**src/rtl/uart_sched_pkg.sv**
```systemverilog
// Shared types and Avalon register map for the UART host scheduler.
package uart_sched_pkg;

  typedef enum logic [2:0] {
    IDLE,
    POLL,
    POLL_WAIT,
    WRITE,
    GUARD,
    RX_RD,
    RX_WAIT
  } state_t;

  localparam logic [3:0] ADDR_TXDATA = 4'd0;
  localparam logic [3:0] ADDR_STATUS = 4'd1;
  localparam logic [3:0] ADDR_RXDATA = 4'd2;

endpackage

```
**src/rtl/rr_arbiter.sv**
```systemverilog
// Combinational round-robin pick: first requester after last_grant, wrapping modulo N_REQ.
module rr_arbiter #(
  parameter int N_REQ = 4
) (
  input  logic [N_REQ-1:0] req,
  input  logic [2:0]       last_grant,
  output logic [2:0]       grant_idx,
  output logic             grant_vld
);

  logic [7:0] req_ext;
  logic [2:0] cand;

  assign req_ext = 8'(req);

  // Walk offsets from farthest to nearest so the nearest hit is the one kept.
  always_comb begin
    grant_idx = '0;
    grant_vld = 1'b0;
    cand      = '0;
    for (int i = N_REQ; i >= 1; i--) begin
      cand = 3'((int'(last_grant) + i) % N_REQ);
      if (req_ext[cand]) begin
        grant_idx = cand;
        grant_vld = 1'b1;
      end
    end
  end

endmodule

```
**src/rtl/uart_host_sched.sv**
```systemverilog
// Schedules TX bytes from N_REQ requesters and RX interrupt reads onto one
// Avalon-MM UART core: poll status, write data, guard gap, RX read on IRQ edge.
module uart_host_sched
  import uart_sched_pkg::*;
#(
  parameter int N_REQ     = 4,
  parameter int GUARD_CYC = 2
) (
  input  logic               clk_i,
  input  logic               arst_n_i,
  input  logic [N_REQ-1:0]   req_valid_i,
  input  logic [8*N_REQ-1:0] req_data_i,
  output logic [N_REQ-1:0]   req_ready_o,
  output logic [7:0]         rx_data_o,
  output logic               rx_valid_o,
  output logic [3:0]         avm_address_o,
  output logic               avm_read_o,
  output logic               avm_write_o,
  output logic [7:0]         avm_writedata_o,
  input  logic [7:0]         avm_readdata_i,
  input  logic               irq_i,
  output logic               busy_o,
  output logic [2:0]         grant_id_o
);

  state_t     state_q, state_d;
  logic       irq_q, rx_pend_q, tx_held_q, rx_valid_q;
  logic [2:0] last_grant_q, grant_q;
  logic [7:0] tx_byte_q, rx_data_q, sel_byte;
  logic [3:0] guard_cnt_q;
  logic [2:0] arb_idx;
  logic       arb_vld, irq_edge, rx_pend_eff, tx_grant;

  rr_arbiter #(.N_REQ(N_REQ)) u_arb (
    .req        (req_valid_i),
    .last_grant (last_grant_q),
    .grant_idx  (arb_idx),
    .grant_vld  (arb_vld)
  );

  // An edge seen this cycle counts as pending so RX wins a same-cycle tie with TX.
  assign irq_edge    = irq_i & ~irq_q;
  assign rx_pend_eff = rx_pend_q | irq_edge;
  assign tx_grant    = (state_q == IDLE) && !rx_pend_eff && arb_vld;

  always_comb begin
    sel_byte = '0;
    for (int i = 0; i < N_REQ; i++) begin
      if (arb_idx == 3'(i)) sel_byte = req_data_i[8*i +: 8];
    end
  end

  always_ff @(posedge clk_i or negedge arst_n_i) begin
    if (!arst_n_i) state_q <= IDLE;
    else           state_q <= state_d;
  end

  always_comb begin
    state_d = state_q;
    unique case (state_q)
      IDLE:      if (rx_pend_eff) state_d = RX_RD;
                 else if (arb_vld) state_d = POLL;
      POLL:      state_d = POLL_WAIT;
      POLL_WAIT: if (avm_readdata_i[0]) state_d = WRITE;
                 else if (rx_pend_eff) state_d = RX_RD;
                 else state_d = POLL;
      WRITE:     state_d = GUARD;
      GUARD:     if (guard_cnt_q == 4'(GUARD_CYC - 1)) state_d = IDLE;
      RX_RD:     state_d = RX_WAIT;
      RX_WAIT:   state_d = tx_held_q ? POLL : IDLE;
      default:   state_d = IDLE;
    endcase
  end

  always_comb begin
    avm_read_o      = 1'b0;
    avm_write_o     = 1'b0;
    avm_address_o   = ADDR_TXDATA;
    avm_writedata_o = '0;
    req_ready_o     = '0;
    busy_o          = (state_q != IDLE);
    unique case (state_q)
      POLL: begin
        avm_read_o    = 1'b1;
        avm_address_o = ADDR_STATUS;
      end
      WRITE: begin
        avm_write_o     = 1'b1;
        avm_address_o   = ADDR_TXDATA;
        avm_writedata_o = tx_byte_q;
        for (int i = 0; i < N_REQ; i++) req_ready_o[i] = (grant_q == 3'(i));
      end
      RX_RD: begin
        avm_read_o    = 1'b1;
        avm_address_o = ADDR_RXDATA;
      end
      default: ;
    endcase
  end

  // A held grant survives an RX detour and is released only by its write.
  always_ff @(posedge clk_i or negedge arst_n_i) begin
    if (!arst_n_i) begin
      irq_q        <= 1'b0;
      rx_pend_q    <= 1'b0;
      tx_held_q    <= 1'b0;
      rx_valid_q   <= 1'b0;
      rx_data_q    <= '0;
      tx_byte_q    <= '0;
      grant_q      <= '0;
      last_grant_q <= 3'(N_REQ - 1);
      guard_cnt_q  <= '0;
    end else begin
      irq_q      <= irq_i;
      rx_valid_q <= (state_q == RX_WAIT);
      if (irq_edge)                rx_pend_q <= 1'b1;
      else if (state_q == RX_WAIT) rx_pend_q <= 1'b0;
      if (state_q == RX_WAIT) rx_data_q <= avm_readdata_i;
      if (tx_grant) begin
        grant_q   <= arb_idx;
        tx_byte_q <= sel_byte;
        tx_held_q <= 1'b1;
      end
      if (state_q == WRITE) begin
        last_grant_q <= grant_q;
        tx_held_q    <= 1'b0;
      end
      guard_cnt_q <= (state_q == GUARD) ? guard_cnt_q + 4'd1 : 4'd0;
    end
  end

  assign grant_id_o = grant_q;
  assign rx_data_o  = rx_data_q;
  assign rx_valid_o = rx_valid_q;

endmodule
```
**config.mk**
```make
export PLATFORM = sky130hd
export DESIGN_NAME = uart_host_sched
export DESIGN_NICKNAME = d
export VERILOG_FILES = /design/src/rtl/uart_sched_pkg.sv /design/src/rtl/rr_arbiter.sv /design/src/rtl/uart_host_sched.sv
export SDC_FILE = /design/constraint.sdc
export NUM_CORES = 1
export LEC_CHECK = 0
export CAP_MARGIN = 15
export CORE_ASPECT_RATIO = 1.2
export CORE_UTILIZATION = 43
export CTS_BUF_LIST = sky130_fd_sc_hd__clkbuf_8
export DETAILED_ROUTE_END_ITERATION = 8
export PLACE_DENSITY = 0.83
export SETUP_SLACK_MARGIN = 0.5
export SYNTH_ARGS = -nofsm -noshare
export SYNTH_HDL_FRONTEND = slang
export SYNTH_SLANG_ARGS = --single-unit
```
**constraint.sdc**
```tcl
create_clock -name clk_i -period 2.46 [get_ports clk_i]
set_clock_uncertainty 0.1 [all_clocks]
set_input_delay 0.492 -clock clk_i [delete_from_list [all_inputs] [get_ports clk_i]]
set_output_delay 0.492 -clock clk_i [all_outputs]
set_load 0.05 [all_outputs]
```
==> impl_results.md <==
* Outcome: complete, no violations
* Pleak at 1.395 nW
* Synth cell count leaders: nand2_1, dfrtp_1, mux2i_1, inv_1, nor2_1
* TNS Setup at 0 ns
* Initial DRC Count at 102
* Clock root buffer: clkbuf_8
* Port buffer count at 74
* Unrepaired setup endpoints after global routing: yes
* Worst hold slack at 0.3756 ns
* Worst endpoint required time at 1.87 ns
* GRT Util Overall at 27.48%
* Vias in the first global route at 1750
* Internal at 1.833 mW
* Antenna violations before repair at 0
* Total gr overflow at 0
* Initial core utilization at 45.87%
* DIE WIDTH at 59.53 microns
* Met2 Use GR at 47.19%
* Top-count cell post-synth: nand2_1
* Total clock sinks at 31
* Area Overhead vs Synth at 78.31%
* Final wirelength at 5.488 mm
* Unique cell type count in the Yosys netlist at 42
* Global placer's final weighted congestion at 0.7126
* Layout cells sized above 1 at 31.62%
* Crit path cell chain: buf_6 -> nand3b_1 -> buf_6 -> clkinvlp_4 -> and3_4 -> buf_12
* Fmax at 465.4 MHz
* Hold depth at 2
* Die H at 71.04 microns
* Fin nets at 320
* Worst Hold Launch: rx_data_o[2]$_DFFE_PN0P_
* Clk slew on worst S/H paths at 0.06 ns
* Iteration count of the initial detailed-routing pass at 4
* Busiest layer in global routing: met2
* Cell row count at 24
* MaxCap Viol Count at 0
* # DRC at 0
* Final Cell Area at 3045 sq um
* Hold Path End: rx_data_o[2]$_DFFE_PN0P_
* Syn Area/Cell at 9.595 sq um
* Ys async rst share at 100.0%
* Cell count after placement at 303
* CTS tree: built
* Ys flop type: dfrtp_1
* Crit share post-route at 87.34%
* Worst-Skew Late Latency at 0.29 ns
* Reg2Reg Depth at 6
* Switching Share at 44.24%
* Pwr dens at 1080 nW/um^2
* Worst Path Class, Setup: flip-flop to output port
* VDD IR-drop max at 0.8040 mV
* Clk network pwr share at 15.8%
* Delay of the slowest critical-path stage at 0.39 ns
* H-tree level count at 2
* Wire per inst at 16.94 microns
* Vias at 1698
* Die area at 4229 sq um
* First-pass GRT wire length at 8.438 mm
* Core Region at 3724 sq um
* Comb power frac at 56.4%
* Diodes inserted at 0
* Post-synth EDFFs at 0
* CP most frequent cell: buf_6
* Worst Hold Class: flip-flop to flip-flop
* Met1 GRT Util at 29.50%
* Crit path capture type: output port
* Area leader, netlist: dfrtp_1
* Cells taking the most area after synthesis: dfrtp_1, mux2i_1, nand2_1
* CTS max path bufs at 2
* Yosys reg bits at 31
* Final Setup Violations at 0
* CTS buffer count at 5
* GR Util met3 at 5.667%
* I/O pin total at 78
* CP Data Arrival Time at 1.56 ns
* Psw at 1.455 mW
* CP Max Fanout at 6
* Share of the synthesized area in the top cell type at 42.49%
* Detail Route Antenna Nets at 0
* Mapped cell area at 1708 sq um
* Final HPWL DP at 3.303 mm
* Largest net degree at the start of global routing at 32
* Kind of start point of the critical path: flip-flop
* Vias/cell at 5.241
* Synth Instances at 178
* Post-DP Area at 2660 sq um
* Ys Warns at 0
* CP max-delay cell: dfrtp_1
* Sequential share of the synthesized area at 45.57%
* Min Tclk post-route at 2.149 ns
* Layout Cells excl Fill at 324
* R2R Path Start: state_q[2]$_DFFE_PN0P_
* Seq pwr share at 27.8%
* Reg-to-reg endpoint: tx_byte_q[1]$_DFFE_PN0P_
* Final Slew Violations at 0
* Fill cells at 231
* Post-route core utilization at 81.79%
* Final hold violations at 0
* Reg2Reg Setup Slack at 0.33 ns
## metal layers
layer  vias to the layer above  routed length, microns
li1                        785                       -
met1                       808                    1947
met2                        86                    2968
met3                        19                     349
met4                         0                     223
met5                         -                       0
## kinds of logic after synthesis
kind of cell / Yosys count / share of synthesized area, %
adders and majority gates: 2 / 1.465
and+or+nand+nor: 80 / 22.71
xor gates and xnor gates: 2 / 1.026
DFF: 31 / 45.57
muxes: 16 / 9.377
AOI/OAI and AO/OA: 24 / 12.97
other: 1 / 0.2196
buffers and inverters: 22 / 6.666
## area by class of cell
cell class	count	area, sq um	area share (%)
clock buffers	6	82.58	2.712
multi-input cells	127	977.2	32.09
well taps	52	65.06	2.136
clock inverters	2	35.03	1.150
repair buffers	95	1056	34.68
flip-flops and latches	31	780.7	25.64
repair inverters	1	7.507	0.2465
inverters	10	41.29	1.356
## cells in the final DEF (no fill, tap or decap), types with 3 or more instances in the layout
cell	synthesis	final
clkdlybuf4s50_1	0	42
nand2_1	42	41
dfrtp_1	29	27
buf_4	3	14
dlygate4sd2_1	0	13
mux2i_1	16	12
buf_12	0	12
buf_6	2	10
inv_1	9	8
and2_4	0	7
nor2_1	9	7
o221ai_2	7	6
clkbuf_8	0	6
nand2b_1	5	5
nand3b_1	3	3
mux2i_4	0	3
conb_1	1	3
## critical path, delay by kind of cell (launching register included)
| family | cells | cell delay, ns |
|---|---|---|
| buf+inv | 4 | 0.55 |
| flops | 1 | 0.39 |
| simple gates | 2 | 0.32 |
## stage by stage
step                setup WS [ns]  total power [mW]
floorplan                  0.3706             1.952
global placement          0.04872             2.447
detailed placement        0.02354             2.479
CTS                        0.3340             3.165
global route               0.2447             3.470
finish                     0.3115             3.288
## how the worst max path moves through the flow
stage	startpoint	endpoint	slack, ns
CTS	state_q[0]$_DFFE_PN0P_	req_ready_o[3]	0.33
detailed placement	req_valid_i[3]	tx_byte_q[4]$_DFFE_PN0P_	0.02
global placement	req_valid_i[3]	tx_byte_q[1]$_DFFE_PN0P_	0.05
finish	state_q[0]$_DFFE_PN0P_	req_ready_o[3]	0.31
floorplan	grant_id_o[0]$_DFFE_PN0P_	req_ready_o[1]	0.37
global route	state_q[0]$_DFFE_PN0P_	req_ready_o[3]	0.24
## registers in the layout (all words and copies together) (netlist names)
name / cells
irq_q: 1
tx_byte_q: 8
last_grant_q: 2
grant_id_o: 2
guard_cnt_q: 4
rx_valid_o: 1
state_q: 3
tx_held_q: 1
rx_pend_q: 1
rx_data_o: 8
## power by group through the flow
stage / clock, mW / sequential [mW] / combinational [mW]
2_1_floorplan: 0 / 1.14 / 0.811
3_3_place_gp: 0 / 0.899 / 1.55
3_5_place_dp: 0 / 0.901 / 1.58
4_1_cts: 0.523 / 0.900 / 1.74
5_1_grt: 0.560 / 0.938 / 1.97
6_report: 0.519 / 0.914 / 1.85
## repair_timing
action | CTS | global route
setup buffers | 8 | 3
endpoints found under the hold margin | 0 | 0
setup endpoints to repair | 34 | 26
hold buffers | 0 | 0
resized for setup | 52 | 15
pin swaps | 8 | 6
gates cloned | 2 | 0
(Power assumes the default switching activity.)
